--- src/rtl/tt_mux_pkg.sv ---
// Shared types and bundle layout for the muxperiment controller and its output selector.
package tt_mux_pkg;

    // Controller sequencing states.
    typedef enum logic [1:0] {
        StIdle,
        StDrain,
        StRsthold,
        StRun
    } mux_state_e;

    // Bundle widths toward and from a project wrapper.
    localparam int unsigned IW_W = 18;
    localparam int unsigned OW_W = 24;

    // iw field offsets.
    localparam int unsigned IW_CLK  = 0;
    localparam int unsigned IW_RSTN = 1;
    localparam int unsigned IW_UI   = 2;
    localparam int unsigned IW_UIO  = 10;

    // ow field offsets.
    localparam int unsigned OW_UO  = 0;
    localparam int unsigned OW_UIO = 8;
    localparam int unsigned OW_OE  = 16;

endpackage

--- src/rtl/tt_mux_ow_sel.sv ---
// Registered NUM_PROJ:1 selector for the 24-bit wrapper output bundles.
// The output reads zero whenever en is low, and the register only captures while en was high,
// so a freshly enabled project never shows a stale slice from the previous one.
module tt_mux_ow_sel
    import tt_mux_pkg::*;
#(
    parameter int unsigned NUM_PROJ = 8,
    parameter int unsigned AW       = $clog2(NUM_PROJ)
) (
    input  logic                     clk,
    input  logic                     rst,
    input  logic                     en,
    input  logic [AW-1:0]            idx,
    input  logic [NUM_PROJ*OW_W-1:0] ow_all,
    output logic [OW_W-1:0]          ow
);

    logic [OW_W-1:0] ow_arr [NUM_PROJ];
    logic [OW_W-1:0] ow_q;

    for (genvar k = 0; k < NUM_PROJ; k++) begin : g_split
        assign ow_arr[k] = ow_all[k*OW_W +: OW_W];
    end

    // Capture the selected slice, zero while the project is not live.
    always_ff @(posedge clk) begin
        if (rst) begin
            ow_q <= '0;
        end else begin
            ow_q <= en ? ow_arr[idx] : '0;
        end
    end

    assign ow = en ? ow_q : '0;

endmodule

--- src/rtl/tt_mux_ctrl.sv ---
// Controller side of the muxperiment project-wrapper bus.
// Sequences project switches through drain, reset-hold and run, and muxes the live
// project's outputs back to the pads.
// Optional: define TT_MUX_OE_GUARD_EN to hold uio_oe low during reset-hold and the
// first two run cycles.
module tt_mux_ctrl
    import tt_mux_pkg::*;
#(
    parameter int unsigned NUM_PROJ     = 8,
    parameter int unsigned AW           = $clog2(NUM_PROJ),
    parameter int unsigned RST_CYCLES   = 4,
    parameter int unsigned DRAIN_CYCLES = 2
) (
    input  logic                     clk,
    input  logic                     rst,
    input  logic                     sel_valid,
    output logic                     sel_ready,
    input  logic                     sel_off,
    input  logic [AW-1:0]            sel_addr,
    input  logic                     user_rst_n,
    input  logic [7:0]               ui_in,
    input  logic [7:0]               uio_in,
    input  logic [NUM_PROJ*OW_W-1:0] ow_all,
    output logic [NUM_PROJ-1:0]      ena,
    output logic [IW_W-1:0]          iw,
    output logic [7:0]               uo_out,
    output logic [7:0]               uio_out,
    output logic [7:0]               uio_oe,
    output logic                     active,
    output logic [AW-1:0]            cur_addr
);

    localparam int unsigned CntW = 16;

    mux_state_e          state_q;
    logic [AW-1:0]       addr_q;
    logic [AW-1:0]       cur_addr_q;
    logic                off_q;
    logic [CntW-1:0]     cnt_q;
    logic [NUM_PROJ-1:0] ena_q;
    logic                pclk_q;
    logic                prst_n_q;
    logic                ready_q;
    logic                active_q;
`ifdef TT_MUX_OE_GUARD_EN
    logic [1:0]          run_cnt_q;
`endif

    logic                addr_ok;
    logic                live;
    logic [15:0]         pad_q;
    logic [OW_W-1:0]     ow_sel;

    assign addr_ok = 32'(addr_q) < NUM_PROJ;
    assign live    = (state_q == StRsthold) || (state_q == StRun);

    // Switch sequencer; ena is always cleared before cur_addr can move.
    always_ff @(posedge clk) begin
        if (rst) begin
            state_q    <= StIdle;
            addr_q     <= '0;
            cur_addr_q <= '0;
            off_q      <= 1'b0;
            cnt_q      <= '0;
            ena_q      <= '0;
            pclk_q     <= 1'b0;
            prst_n_q   <= 1'b0;
            ready_q    <= 1'b1;
            active_q   <= 1'b0;
`ifdef TT_MUX_OE_GUARD_EN
            run_cnt_q  <= '0;
`endif
        end else begin
            case (state_q)
                StIdle: begin
                    // A deselect request while idle is accepted as a no-op.
                    if (sel_valid && !sel_off) begin
                        state_q <= StDrain;
                        addr_q  <= sel_addr;
                        off_q   <= 1'b0;
                        cnt_q   <= '0;
                        ready_q <= 1'b0;
                    end
                end
                StDrain: begin
                    if (cnt_q == CntW'(DRAIN_CYCLES - 1)) begin
                        cnt_q <= '0;
                        if (off_q || !addr_ok) begin
                            state_q <= StIdle;
                            ready_q <= 1'b1;
                        end else begin
                            state_q    <= StRsthold;
                            ena_q      <= {{(NUM_PROJ-1){1'b0}}, 1'b1} << addr_q;
                            cur_addr_q <= addr_q;
                        end
                    end else begin
                        cnt_q <= cnt_q + 1'b1;
                    end
                end
                StRsthold: begin
                    pclk_q <= ~pclk_q;
                    // Two clk per project clock period; leave on a project clock fall.
                    if (cnt_q == CntW'(2 * RST_CYCLES - 1)) begin
                        state_q   <= StRun;
                        cnt_q     <= '0;
                        prst_n_q  <= user_rst_n;
                        active_q  <= 1'b1;
                        ready_q   <= 1'b1;
`ifdef TT_MUX_OE_GUARD_EN
                        run_cnt_q <= '0;
`endif
                    end else begin
                        cnt_q <= cnt_q + 1'b1;
                    end
                end
                StRun: begin
                    if (sel_valid) begin
                        state_q  <= StDrain;
                        addr_q   <= sel_addr;
                        off_q    <= sel_off;
                        cnt_q    <= '0;
                        ena_q    <= '0;
                        pclk_q   <= 1'b0;
                        prst_n_q <= 1'b0;
                        active_q <= 1'b0;
                        ready_q  <= 1'b0;
                    end else begin
                        pclk_q   <= ~pclk_q;
                        prst_n_q <= user_rst_n;
`ifdef TT_MUX_OE_GUARD_EN
                        if (run_cnt_q != 2'd2) begin
                            run_cnt_q <= run_cnt_q + 2'd1;
                        end
`endif
                    end
                end
                default: state_q <= StIdle;
            endcase
        end
    end

    // Pad inputs toward the project, one clk behind and zero unless a project is live.
    always_ff @(posedge clk) begin
        if (rst) begin
            pad_q <= '0;
        end else begin
            pad_q <= live ? {uio_in, ui_in} : '0;
        end
    end

    // Assemble the iw bundle.
    always_comb begin
        iw          = '0;
        iw[IW_CLK]  = pclk_q;
        iw[IW_RSTN] = prst_n_q;
        if (live) begin
            iw[IW_UI +: 8]  = pad_q[7:0];
            iw[IW_UIO +: 8] = pad_q[15:8];
        end
    end

    tt_mux_ow_sel #(
        .NUM_PROJ (NUM_PROJ),
        .AW       (AW)
    ) u_ow_sel (
        .clk    (clk),
        .rst    (rst),
        .en     (live),
        .idx    (cur_addr_q),
        .ow_all (ow_all),
        .ow     (ow_sel)
    );

    assign uo_out  = ow_sel[OW_UO +: 8];
    assign uio_out = ow_sel[OW_UIO +: 8];
`ifdef TT_MUX_OE_GUARD_EN
    assign uio_oe  = ((state_q == StRun) && (run_cnt_q == 2'd2)) ? ow_sel[OW_OE +: 8] : '0;
`else
    assign uio_oe  = ow_sel[OW_OE +: 8];
`endif

    assign ena       = ena_q;
    assign sel_ready = ready_q;
    assign active    = active_q;
    assign cur_addr  = cur_addr_q;

endmodule

--- config.mk ---
export PLATFORM = sky130hd
export DESIGN_NAME = tt_mux_ctrl
export DESIGN_NICKNAME = d
export VERILOG_FILES = /design/src/rtl/tt_mux_pkg.sv /design/src/rtl/tt_mux_ow_sel.sv /design/src/rtl/tt_mux_ctrl.sv
export SDC_FILE = /design/constraint.sdc
export NUM_CORES = 1
export LEC_CHECK = 0
export CAP_MARGIN = 10
export CELL_PAD_IN_SITES_DETAIL_PLACEMENT = 1
export CELL_PAD_IN_SITES_GLOBAL_PLACEMENT = 2
export CORE_MARGIN = 8
export CORE_UTILIZATION = 23
export CTS_CLUSTER_DIAMETER = 200
export DETAILED_ROUTE_END_ITERATION = 7
export PLACE_DENSITY = 0.95
export SLEW_MARGIN = 5
export SYNTH_ARGS = -nofsm -noshare
export SYNTH_HDL_FRONTEND = slang
export SYNTH_SLANG_ARGS = --single-unit
--- constraint.sdc ---
create_clock -name clk -period 5.1 [get_ports clk]
set_clock_uncertainty 0.2 [all_clocks]
set_input_delay 0.765 -clock clk [delete_from_list [all_inputs] [get_ports clk]]
set_output_delay 0.765 -clock clk [all_outputs]
set_load 0.02 [all_outputs]
[Yosys cells after proc, flatten, opt, wreduce, memory -nomap -nowiden]
Cells that the tools add are included.
Storage, ports and cells
  bits in registers: 77
  latch bits: 0
  memory bits (writable): 0
  ROM bits: 0
  word-level logic and storage cells: 83
  memories: 0
Operators by class
  muxes and demuxes: 37
  div/mod/pow operators: 0
  add/subtract/negate cells: 1
  bitwise operators: 4
  multipliers: 0
  reductions and logical operators: 16
  magnitude comparators: 1
  shifts and indexed selects: 1
  equal/unequal tests: 11
Operators with widths (count)
  $mux 16: 5
  $bmux 24 s3: 1
  $mux 24: 3
  $pmux 16 s4: 1
  $mux 8: 3
  $add 16x1->16 const B: 1
  $eq 16x1->1 const B: 1
  $eq 16x3->1 const B: 1
  $pmux 8 s2: 1
  $mux 2: 5
  $ne 2x2->1 const B: 5
  $mux 1: 9
  $reduce_and 3->1: 3
  $pmux 1 s2: 4
  $pmux 2 s4: 1
  $reduce_and 4->1: 2
  $shl 1x3->8 const A: 1
  $mux 3: 2
  $pmux 3 s2: 1
  $reduce_bool 2->1: 3
  $reduce_and 5->1: 1
  $eq 2x2->1 const B: 2
  $ge 4x4->1 const B: 1
  $not 3->4: 1
  other kinds (10): 13

[Logic depth before layout (Yosys ltp)]
Gate-level depths: netlist of the first run.
  word-level depth: 4
  mapped depth: 8

[Cells and area by module]
Synthesis of the first run repeated with hierarchy kept, for this count alone.
Unflattened totals
  cell total of the unflattened synthesis: 526
  area, all modules: 4777.1 µm²
By module, submodules not included
  tt_mux_ctrl: times used 1, cells an instance 282, area each 2572.5 µm²
  tt_mux_ow_sel: times used 1, cells an instance 244, area each 2204.6 µm²

[Least setup slack after synthesis of the first run]
No wires, ideal clock.
  path kind: register to output
  start: reg state_q[0]
  end: out iw[10]
  slack: 2.643 ns
  required time: 4.135 ns
  stages on the path, launching flop included: 6
  data arrival time: 1.492 ns
  path buffers: 2
  cells stage by stage: dfxtp_1 > ha_1 > clkbuf_1 > nor2_1 > clkbuf_1 > nor2b_1
Between the ends
  word-level cells in the longest chain between the ends: 3
  elaborated cells between the ends (all ways): 4
RTL lines
  from (decl): line tt_mux_ctrl.sv:35  | mux_state_e state_q;
  from (signal assigned): line tt_mux_ctrl.sv:60  | state_q <= StIdle;
  from (signal assigned): line tt_mux_ctrl.sv:78  | state_q <= StDrain;
  from (signal assigned): line tt_mux_ctrl.sv:89  | state_q <= StIdle;
  $eq 2x2->1: line tt_mux_ctrl.sv:55  | assign live = (state_q == StRsthold) || (state_q == StRun);
  $logic_or 1x1->1 (*): line tt_mux_ctrl.sv:55
  $mux 16 (*): line tt_mux_ctrl.sv:156  | if (live) begin
  to (decl): line tt_mux_ctrl.sv:25  | output logic [IW_W-1:0] iw,
Every way passes the cells marked *; elsewhere a longest branch is shown, timed or not.

[Final worst setup path of the first run]
  start: reg state_q[0]
  end: out uio_oe[5]
Between the ends
  word-level cells in the longest chain between the ends: 3
  elaborated cells between the ends (all ways): 4
RTL lines
  $eq 2x2->1: line tt_mux_ctrl.sv:55
  $logic_or 1x1->1 (*): line tt_mux_ctrl.sv:55
  $mux 24 (*): line tt_mux_ow_sel.sv:34  | assign ow = en ? ow_q : '0;
  to (decl): line tt_mux_ctrl.sv:28  | output logic [7:0] uio_oe,
Marked as above.

==> out/summary.md, run 1 <==
The buffers inserted during post-CTS setup optimization is 0, and the count of synthesis-stage warnings from yosys is 0. TritonCTS built the clock tree. For this design the ratio of total power to cell area is 231.1 nW/um^2. Setup repair after global routing left no endpoint under its margin. STA classifies the critical path endpoint as an output port.

Counting the fill cells in the layout gives 2,152. The synthesized netlist contains 40 unique library cells. In the final layout, flip-flops and latches occupy 1548 sq um. The via count of the first global-routing pass came out at 4,828.

271 I/O pins were placed. The run gives 0 as the number of failing hold endpoints at the final stage. DRC marker count from the first detailed-route iteration: 232.

Of the total power, combinational logic draws 24.6%. The buffer type at the clock tree root is sky130_fd_sc_hd__clkbuf_16. The clock reaches the later pin of the worst-skew pair after 330 ps.

The count of flip-flops with a built-in enable after synthesis came out at 0. The area of the mapped netlist was 4558 sq um. The routed wire length per instance was 21.67 microns; the number of core rows was 51. The tools report the post-detailed-route count of antenna-violating nets as 0. For this configuration, the core starts out at a cell density of 23.42%. Post-route worst setup slack: 1386 ps.

The worst hold path belongs to the class flip-flop to flip-flop. Once the clock tree was built, the resizer swapped 0 gates to a different size. Critical path start-end classification: flip-flop to output port.

The cell leakage power came out at 0.002588 uW. Combined global-route utilization of all metal layers: 16.28%. The final number of setup-violating endpoints was 0.

The internal cell power was 1342 uW; the global-route wire length before repair was 29.57 mm. In the final timing run, aggregate negative setup slack is 0 ps. Primary flip-flop cell chosen by synthesis mapping: sky130_fd_sc_hd__dfxtp_1. Counting I/O delays and the setup requirement, the final critical path takes 3714 ps. The overall die height is 156.8 microns, and the synthesis-to-finish area growth is 71.70%. Once detailed placement completed, the half-perimeter wirelength came to 17.13 mm.

The synthesized netlist devotes 1.921% of its cell area to adder and majority cells. The first detailed-routing pass took 4 iterations. The combined area of the multi-input logic cells is 2870 sq um.

The run gives 2 as the worst-case clock buffer depth. The die width works out to 156.8 microns. CTS built an H-tree with a depth of 3. Timing analysis after detailed placement gives a worst setup slack of 1708 ps. The net count of the finished layout is 908. Registers are responsible for 36.3% of the overall power. Of the synthesized area, sequential elements account for 33.82%. Of the post-synthesis cell area, the part taken by muxes is 31.62%. The number of hold buffers added after CTS was 0.

Entering global routing, the biggest net connects 49 pins. The run gives 0 as the detailed-route DRC error count. The number of antenna diodes in the final layout is 0. In the synthesized netlist the async set-or-reset flop fraction comes to 0%. The main combinational cell family by area after synthesis is multiplexers. The final number of max-transition violations was 0; the ratio of routed vias to standard cells was 4.612.

Derived from the worst setup path, the maximum achievable clock frequency is 269.2 MHz. The synthesized netlist devotes 21.27% of its cell area to simple gates. The worst-path maximum fanout was 45; the reg-to-reg setup timing slack was 2310 ps.

The run finished with clean final reports. Xor-xnor portion of the synthesized cell area: 2.498%. Measured on the finished design, the core utilization comes to 40.21%. The number of antenna violations at the first check in global routing was 1; the number of maximum-capacitance violations was 0. In this run the power spent charging and discharging nets is 466.8 uW. The run gives 25.13% as the worst-case headroom to the max-slew limit.

The TritonCTS sink count is 77, and the share of layout cells above drive strength 1 is 11.59%. Traced cell by cell, the critical path runs through inv_1 -> ha_1 -> nor2_4 -> nor2b_1 -> clkdlybuf4s50_1. The average cell area after synthesis works out to 10.58 sq um.

The total global routing overflow is 0, and the clock buffer count from CTS is 9. Transition time at the pin with the least slew margin: 1120 ps. The number of nets handed over by synthesis was 654. The floorplan die area was 24,580 sq um; the share of the cycle needed by the critical path after routing was 72.83%. In the synthesized netlist, the number of instances is 431. The clock network is responsible for 39.1% of the overall power. The worst setup path is launched from a flip-flop. Final weighted congestion in routability-driven placement: 0.8704.

The worst IR drop on VDD is 0.1714 mV, and the hold slack is 278.4 ps. After synthesis the netlist holds a flip-flop and latch count of 77. Clock-pin slew was measured on the worst setup and hold paths at 60 ps.

The area fraction in compound gates after synthesis came out at 5.490%. On the worst path, the slowest cell contributes a delay of 880 ps. Port buffering added 270 buffers. The highest-delay cell along the critical path is sky130_fd_sc_hd__nor2_4. For the worst setup path, the data arrival time is 2750 ps.

After detailed routing, the total wire length is 20.70 mm. The core region is 19,460 sq um. Across all layers, the routed design uses 4,404 vias. The data required time at the worst endpoint was 4140 ps.

Net switching share of the total power: 25.81%.
## stage by stage
step / cells / cell area [sq um] / total power, uW
after CTS: 955 / 7826 / 1842
final: 955 / 7826 / 1808
after floorplan: 431 / 4558 / 873.6
after detailed placement: 939 / 7501 / 1116
after global placement: 939 / 7501 / 1105
after global routing: 955 / 7826 / 1903
## cell usage after synthesis, types with 3 or more instances
library cell               number  share of area (%)
sky130_fd_sc_hd__dfxtp_1       77                 34
sky130_fd_sc_hd__nor2_1        65                5.4
sky130_fd_sc_hd__mux4_2        48                 24
sky130_fd_sc_hd__nor2b_1       42                5.8
sky130_fd_sc_hd__mux2i_1       36                7.9
sky130_fd_sc_hd__clkbuf_1      19                1.6
sky130_fd_sc_hd__and2_1        17                2.3
sky130_fd_sc_hd__nand2_1       15                1.2
sky130_fd_sc_hd__a21oi_1       12                1.3
sky130_fd_sc_hd__xor2_1        10                1.9
sky130_fd_sc_hd__ha_1           7                1.9
sky130_fd_sc_hd__inv_1          7               0.58
sky130_fd_sc_hd__nand2b_1       7               0.96
sky130_fd_sc_hd__nand3_1        7               0.77
sky130_fd_sc_hd__nand4_1        7               0.96
sky130_fd_sc_hd__buf_2          6               0.66
sky130_fd_sc_hd__and3_1         5               0.69
sky130_fd_sc_hd__o21ai_0        5               0.55
sky130_fd_sc_hd__a21o_1         4               0.66
sky130_fd_sc_hd__nor3_1         4               0.44
sky130_fd_sc_hd__a211oi_2       3               0.82
sky130_fd_sc_hd__buf_1          3               0.25
sky130_fd_sc_hd__xnor2_1        3               0.58
## layer usage
metal | GRT usage, % | part of all wire [%] | vias to the layer above
li1 | - | - | 2069
met1 | 19.02 | 40 | 2143
met2 | 27.52 | 50 | 170
met3 | 5.571 | 8.2 | 20
met4 | 5.126 | 1.7 | 2
met5 | 0 | 0.063 | -
## logic make-up (layout without fill, tap and decap cells)
logic type | after synthesis | after routing
XOR/XNOR | 13 | 13
flip-flops | 77 | 77
adder cells (fa/ha/maj) | 7 | 7
AO/OA/AOI/OAI | 34 | 34
AND/OR/NAND/NOR | 179 | 179
buffers and inverters | 37 | 296
multiplexers | 84 | 84
## critical path: cells and delay by family (launching register included)
kind,cells,cell delay [ps]
buf+inv,2,690
simple gates,2,1000
flops,1,410
fa+ha+maj,1,280
## area by class of cell
type,count,share of cell area (%)
multi-input combinational,317,36.67
sequential,77,19.78
tap,265,4.237
clock buffer,11,3.102
clock inverter,5,1.055
timing repair buffer,273,34.82
inverter,7,0.3357
## layout by cell type, fill, tap and decap left out, types with 9 or more instances in the layout
| master | count |
|---|---|
| sky130_fd_sc_hd__clkdlybuf4s50_1 | 270 |
| sky130_fd_sc_hd__dfxtp_1 | 74 |
| sky130_fd_sc_hd__nor2_1 | 64 |
| sky130_fd_sc_hd__mux4_2 | 48 |
| sky130_fd_sc_hd__nor2b_1 | 42 |
| sky130_fd_sc_hd__mux2i_1 | 36 |
| sky130_fd_sc_hd__and2_1 | 17 |
| sky130_fd_sc_hd__nand2_1 | 15 |
| sky130_fd_sc_hd__a21oi_1 | 12 |
| sky130_fd_sc_hd__xor2_1 | 10 |
| sky130_fd_sc_hd__clkbuf_16 | 9 |
## power groups by stage
stage | registers, uW | clock network (uW) | logic (uW)
global placement | 668 | 0 | 436
CTS | 657 | 736 | 449
floorplan | 667 | 0 | 206
global route | 660 | 764 | 479
detailed placement | 670 | 0 | 446
finish | 657 | 707 | 445
## worst paths after layout
check | startpoint | to | depth (start not counted)
max | state_q[0] | uio_oe[5] | 5
min | prst_n_q | prst_n_q | 2
max reg2reg | state_q[0] | u_ow_sel.ow_q[20] | 5
min reg2reg | prst_n_q | prst_n_q | 2
## registers in the layout, indices dropped and copies added, names as in the netlist
register	cells
pad_q	16
u_ow_sel.ow_q	24
addr_q	3
cnt_q	16
pclk_q	1
state_q	2
prst_n_q	1
sel_ready	1
cur_addr	3
ena	8
active	1
off_q	1
Note: power is estimated with default switching activity, not from simulation.
==> inputs of run 2 (changes only) <==
--- a/config.mk
+++ b/config.mk
@@ -9,10 +9,10 @@
 export CELL_PAD_IN_SITES_DETAIL_PLACEMENT = 1
 export CELL_PAD_IN_SITES_GLOBAL_PLACEMENT = 2
 export CORE_MARGIN = 8
-export CORE_UTILIZATION = 23
+export CORE_UTILIZATION = 21
 export CTS_CLUSTER_DIAMETER = 200
 export DETAILED_ROUTE_END_ITERATION = 7
-export PLACE_DENSITY = 0.95
+export PLACE_DENSITY = 0.91
 export SLEW_MARGIN = 5
 export SYNTH_ARGS = -nofsm -noshare
 export SYNTH_HDL_FRONTEND = slang
==> constraint.sdc (replaced) <==
create_clock -name clk -period 3.9 [get_ports clk]
set_clock_uncertainty 0.2 [all_clocks]
set_input_delay 0.585 -clock clk [delete_from_list [all_inputs] [get_ports clk]]
set_output_delay 0.585 -clock clk [all_outputs]
set_load 0.02 [all_outputs]
==> out/summary.md, run 2 (same netlist as run 1, synthesis figures left out) <==
The run finished with clean final reports. In this run the worst hold path is classified as flip-flop to flip-flop. The placeable core region was 21,550 sq um (+11%); the number of core rows was 54 (+5.9%). The floorplan die area was 26,680 sq um (+8.5%).

The number of placed instances, taps included came out at 957 (+1.9%). The cell sitting at the root of the clock tree is a sky130_fd_sc_hd__clkbuf_16. The wire length after detailed routing was 19.86 mm (-4.0%); the overall die height was 163.3 microns (+4.2%).

The worst setup path is launched from a flip-flop. The share of layout cells above drive strength 1 is 11.83% (+0.24 points), and the post-detailed-route count of antenna-violating nets is 0 (unchanged). Setup repair after global routing left no endpoint under its margin. The overall via count from detail_route is 4,395 (-0.20%), and the worst-case headroom to the max-slew limit is 49.36% (+24 points). The clock period could shrink to 3210 ps. The worst-path maximum fanout is 45 (unchanged), and the count of H-tree levels built during CTS is 3 (unchanged). The tools report the worst setup path startpoint as state_q[1]. Global-route wire length before repair: 29.57 mm (about the same). For the buffers inserted during post-CTS setup optimization, the log shows 0 (unchanged). The die width came out at 163.3 microns (+4.2%).

The largest registers in the layout are u_ow_sel.ow_q: 24 flops, cnt_q: 16 flops, pad_q: 16 flops. The final number of setup-violating endpoints was 0 (unchanged); the pin count of the biggest net entering global routing was 46 (-6.1%). The setup TNS was 0 ps (unchanged). The number of cells in the finished layout apart from fillers came out at 974 (+2.0%).

Transition time at the pin with the least slew margin: 756.8 ps (-363.6 ps). Leaving out fill and tap cells, the most frequent cell in the layout is sky130_fd_sc_hd__clkdlybuf4s50_1. The data required time at the worst endpoint came out at 3120 ps (-1020 ps). The worst register-to-register path ends at cnt_q[1]. The tools report the number of optimization iterations in the first detailed-route pass as 4 (unchanged).

The number of failing hold endpoints at the final stage was 0 (unchanged). The count of instances resized after the clock tree is built was 0 (unchanged); the worst-case clock buffer depth was 2 (unchanged). The via count of the first global-routing pass is 5,020 (+4.0%), and the worst reg2reg path depth is 5 (unchanged).

For the final weighted congestion in routability-driven placement, the log shows 0.9385 (+7.8%). The register with the most flip-flops in the final layout is u_ow_sel.ow_q. The run gives 0.002596 uW (+0.33%) as the cell leakage power. The routed wire length per instance is 20.39 microns (-5.9%).

The logs give 1240 ps (-1070 ps) for the reg-to-reg setup timing slack and 0 (unchanged) for the detailed-route DRC error count. The number of antenna violations at the first check in global routing came out at 2 (+1). The tools report the half-perimeter wire length of the detailed placement result as 16.67 mm (-2.7%). The capture point of the critical path was iw[13]. The number of buffers inserted for hold repair after clock tree synthesis was 0 (unchanged); the number of maximum-capacitance violations was 0 (unchanged).

The combined global-route utilization of all metal layers was 14.74% (-1.5 points); the ratio of routed vias to standard cells was 4.512 (-2.2%). For the TritonCTS sink count, the log shows 77 (unchanged). The tools report the initial standard-cell utilization of the core as 21.15% (-2.3 points). The tools report the critical path arrival as 2430 ps (-320 ps). The number of flip-flops under the largest register name is 24 (unchanged). The tools report the net count of the finished layout as 911 (+0.33%).

In this run the critical register-to-register path is launched from state_q[1]. The power density over cell area came out at 293.0 nW/um^2 (+27%). The DRC marker count from the first detailed-route iteration was 227 (-2.2%); the synthesis-to-finish area growth was 72.19%. For the area of all sequential standard cells, the log shows 1548 sq um (unchanged). The combined area of the multi-input logic cells is 2870 sq um (unchanged), and the number of fill cells in the layout is 2,402 (+12%). The worst IR drop on VDD was 0.1550 mV (-9.5%). Final number of max-transition violations: 0 (unchanged). In the layout the commonest cells are sky130_fd_sc_hd__clkdlybuf4s50_1 (270), sky130_fd_sc_hd__dfxtp_1 (74), sky130_fd_sc_hd__nor2_1 (64), sky130_fd_sc_hd__mux4_2 (48), sky130_fd_sc_hd__nor2b_1 (42). The clock-pin slew on the worst setup and hold paths was 60 ps (about the same).

Total global routing overflow: 0 (unchanged). Clock buffer count from CTS: 9 (unchanged). The number of top-level pins was 271 (unchanged); the count of input and output buffers was 270 (unchanged). The highest clock frequency the design can meet is 311.5 MHz, and the share of the cycle needed by the critical path after routing is 82.31%. TritonCTS built the clock tree.

The critical path start-end classification is flip-flop to output port. The tools report the clock latency reported for the late side of the worst-skew pair as 340 ps (about the same). The worst setup path is captured at an output port.
run 2: metal layers:
metal,part of all wire [%],GRT usage [%]
met3,9.2,5.746
met5,0.12,0
met1,39,16.89
met2,48,24.06
met4,2.9,6.297
run 2: through the flow:
| stage | hold slack, ps | worst slack, ps | power (uW) | util (%) | cell area [sq um] |
|---|---|---|---|---|---|
| finish | 283.5 | 689.8 | 2300 | 36.42 | 7849 |
| detailed placement | 278.2 | 1024 | 1463 | 34.99 | 7542 |
| global placement | 268.4 | 1083 | 1449 | 34.99 | 7542 |
| floorplan | 250.9 | 1623 | 1142 | - | 4558 |
| CTS | 286.7 | 657.2 | 2352 | 36.40 | 7846 |
| global route | 324.7 | 504.0 | 2425 | 36.40 | 7846 |
run 2: report_power, final:
group	internal [uW]	switching, uW	leakage [uW]
clock	531	331	0.000150
combinational	354	227	0.00182
sequential	820	35.7	0.000623
total	1710	594	0.00260
run 2: worst min path at each step:
stage / startpoint / end / slack, ps / cells after the start
3_5_place_dp: prst_n_q / prst_n_q / 280 / 2
6_report: prst_n_q / prst_n_q / 280 / 2
2_1_floorplan: prst_n_q / prst_n_q / 250 / 2
5_1_grt: prst_n_q / prst_n_q / 320 / 2
4_1_cts: prst_n_q / prst_n_q / 290 / 2
3_3_place_gp: prst_n_q / prst_n_q / 270 / 2
run 2: worst max-delay path: stages (launching register included):
cell                              delay [ps]
sky130_fd_sc_hd__dfxtp_1                 410
sky130_fd_sc_hd__ha_1                    470
sky130_fd_sc_hd__nor2_4                   40
sky130_fd_sc_hd__buf_4                   300
sky130_fd_sc_hd__nor2b_1                 180
sky130_fd_sc_hd__clkdlybuf4s50_1         670
run 2: layout make-up:
type / count / share of cell area [%]
sequential: 77 / 19.72
tap: 280 / 4.464
inverter: 7 / 0.3348
antenna: 1 / 0.03188
timing repair buffer: 276 / 35.01
clock inverter: 3 / 0.5579
multi-input combinational: 317 / 36.57
clock buffer: 13 / 3.316
==> inputs of run 3 (changes only) <==
==> constraint.sdc (replaced) <==
create_clock -name clk -period 3.31 [get_ports clk]
set_clock_uncertainty 0.2 [all_clocks]
set_input_delay 0.4965 -clock clk [delete_from_list [all_inputs] [get_ports clk]]
set_output_delay 0.4965 -clock clk [all_outputs]
set_load 0.02 [all_outputs]
==> out/summary.md, run 3 (same netlist as run 1, synthesis figures left out) <==
The largest registers in the layout are u_ow_sel.ow_q: 24 flops, cnt_q: 16 flops, pad_q: 16 flops. The power density over cell area works out to 353.6 nW/um^2 (+21%). The worst setup path is of the flip-flop to output port kind. The buffer type at the clock tree root is sky130_fd_sc_hd__clkbuf_16. The overall power came out at 2793 uW (+21%). For the worst IR drop on VDD, the log shows 0.1613 mV (+4.1%). The sort of element at the start of the critical path was a flip-flop. The final weighted congestion in routability-driven placement is 0.8618 (-8.2%), and the share of layout cells above drive strength 1 is 12.25% (+0.42 points). The number of flip-flops under the largest register name is 24 (unchanged).

The run gives 340 ps (about the same) as the clock latency reported for the late side of the worst-skew pair. Leaving out fill and tap cells, the most frequent cell in the layout is sky130_fd_sc_hd__clkdlybuf4s50_1. The routed wire length per instance works out to 21.18 microns (+3.9%).

Setup repair after global routing left no endpoint under its margin. The global-route wire length before repair came out at 30.26 mm (+2.3%). The tools report the combined area of the multi-input logic cells as 2870 sq um (unchanged).

The number of antenna violations at the first check in global routing is 3 (+1), and the net count of the finished layout is 912 (+0.11%). The placeable core region is 21,550 sq um (unchanged), and the number of optimization iterations in the first detailed-route pass is 4 (unchanged). The logs give 0.002611 uW (+0.57%) for the cell leakage power and 0 (-1) for the number of antenna diodes. The worst-path maximum fanout is 38 (-16%). The worst-case headroom to the max-slew limit is 39.20% (-10 points), and the final number of max-transition violations is 0 (unchanged). The setup TNS came out at 0 ps (unchanged). Counting I/O delays and the setup requirement, the final critical path takes 3012 ps. In the layout the commonest cells are sky130_fd_sc_hd__clkdlybuf4s50_1 (270), sky130_fd_sc_hd__dfxtp_1 (74), sky130_fd_sc_hd__nor2_1 (64), sky130_fd_sc_hd__mux4_2 (48), sky130_fd_sc_hd__nor2b_1 (42). The tools report the count of H-tree levels built during CTS as 3 (unchanged). The initial standard-cell utilization of the core is 21.15% (unchanged), and the count of input and output buffers is 270 (unchanged).

The final critical path takes up 91.00% of the cycle. The data required time at the worst endpoint came out at 2610 ps (-510 ps). The run gives 2 (unchanged) as the worst-case clock buffer depth. The logs give 15.23% (+0.49 points) for the combined global-route utilization of all metal layers and 26,680 sq um (unchanged) for the floorplan die area. For the final number of setup-violating endpoints, the log shows 0 (unchanged). The logs give 238 (+4.8%) for the DRC marker count from the first detailed-route iteration and 271 (unchanged) for the number of top-level pins.

The buffers inserted during post-CTS setup optimization was 0 (unchanged). The pin count of the biggest net entering global routing was 50 (+8.7%); the transition time at the pin with the least slew margin was 908.6 ps (+151.8 ps). The path class of the tightest hold or removal check is flip-flop to flip-flop. The count of instances resized after the clock tree is built is 0 (unchanged).

The die width works out to 163.3 microns (unchanged). The post-detailed-route count of antenna-violating nets is 0 (unchanged), and the number of maximum-capacitance violations is 0 (unchanged). The logs give 1548 sq um (unchanged) for the area of all sequential standard cells and 2320 ps (-110 ps) for the critical path arrival. The number of failing hold endpoints at the final stage was 0 (unchanged); the half-perimeter wire length of the detailed placement result was 17.31 mm (+3.8%). The total global routing overflow was 0 (unchanged). TritonCTS built the clock tree. Static timing analysis puts the maximum clock frequency at 332.0 MHz. The clock-pin slew on the worst setup and hold paths came out at 70 ps (about the same). The logs give 36.64% (+0.23 points) for the share of the core filled with cells and 2,397 (-0.21%) for the number of fill cells in the layout. The detailed-route DRC error count came out at 0 (unchanged). Compared with the post-synthesis result, the final layout area differs by 73.26%.

The wire length after detailed routing came out at 20.63 mm (+3.9%). Overall via count from detail_route: 4,398 (+0.068%). The overall die height is 163.3 microns (unchanged).

u_ow_sel.ow_q holds more flip-flops than any other register. The number of core rows is 54 (unchanged). The flow ran to the end, and the final reports show no timing, DRC or antenna violations.

The clock buffer count from CTS came out at 9 (unchanged). The via count of the first global-routing pass was 4,772 (-4.9%); the ratio of routed vias to standard cells was 4.515 (about the same). For the number of buffers inserted for hold repair after clock tree synthesis, the log shows 0 (unchanged).

For the TritonCTS sink count, the log shows 77 (unchanged). The worst setup path is captured at an output port.
run 3: cell types whose count changed in the layout (fill, tap and decap cells not counted):
cell,before,now
sky130_fd_sc_hd__clkbuf_8,2,0
sky130_fd_sc_hd__buf_4,6,5
sky130_fd_sc_hd__buf_12,0,2
sky130_fd_sc_hd__bufinv_16,1,2
sky130_fd_sc_hd__inv_6,0,1
sky130_fd_sc_hd__diode_2,1,0
sky130_fd_sc_hd__clkbuf_1,2,0
sky130_fd_sc_hd__clkinvlp_4,0,2
run 3: worst paths after layout:
check,start,end,slack [ps],depth (start not counted)
max,state_q[0],uio_out[4],300,5
min,ena[2],ena[2],300,2
max reg2reg,state_q[0],cnt_q[1],670,5
min reg2reg,ena[2],ena[2],300,2
run 3: area by class of cell:
cell class	count	area share, %
repair buffers	277	35.20
multi-input cells	317	36.34
clock buffers	9	2.852
well taps	280	4.436
inverters	7	0.3327
clock inverters	7	1.236
flip-flops and latches	77	19.60
run 3: through the flow:
step           cell area, sq um  cells  hold slack (ps)  setup WS, ps
2_1_floorplan              4558    431            250.9          1103
3_3_place_gp               7575    958            278.5         666.8
3_5_place_dp               7575    958            292.4         581.6
4_1_cts                    7898    974            305.0         262.6
5_1_grt                    7898    974            328.2         123.3
6_report                   7898    974            297.0         297.9
run 3: critical path, stage by stage (launching register included):
cell and delay (ps):
sky130_fd_sc_hd__dfxtp_1 410, sky130_fd_sc_hd__ha_1 430, sky130_fd_sc_hd__nor2_4 130, sky130_fd_sc_hd__buf_12 190, sky130_fd_sc_hd__nor2b_1 150, sky130_fd_sc_hd__clkdlybuf4s50_1 620
run 3: layer usage:
layer | GRT usage (%) | wire length, microns
met1 | 18.01 | 8008
met2 | 25.98 | 10460
met3 | 4.965 | 1805
met4 | 4.087 | 331
met5 | 0 | 23
run 3: power by group:
part	switching [uW]	total, uW	internal (uW)	leakage (uW)
combinational	273	694	421	0.00184
sequential	39.5	1010	966	0.000623
clock	429	1090	663	0.000152
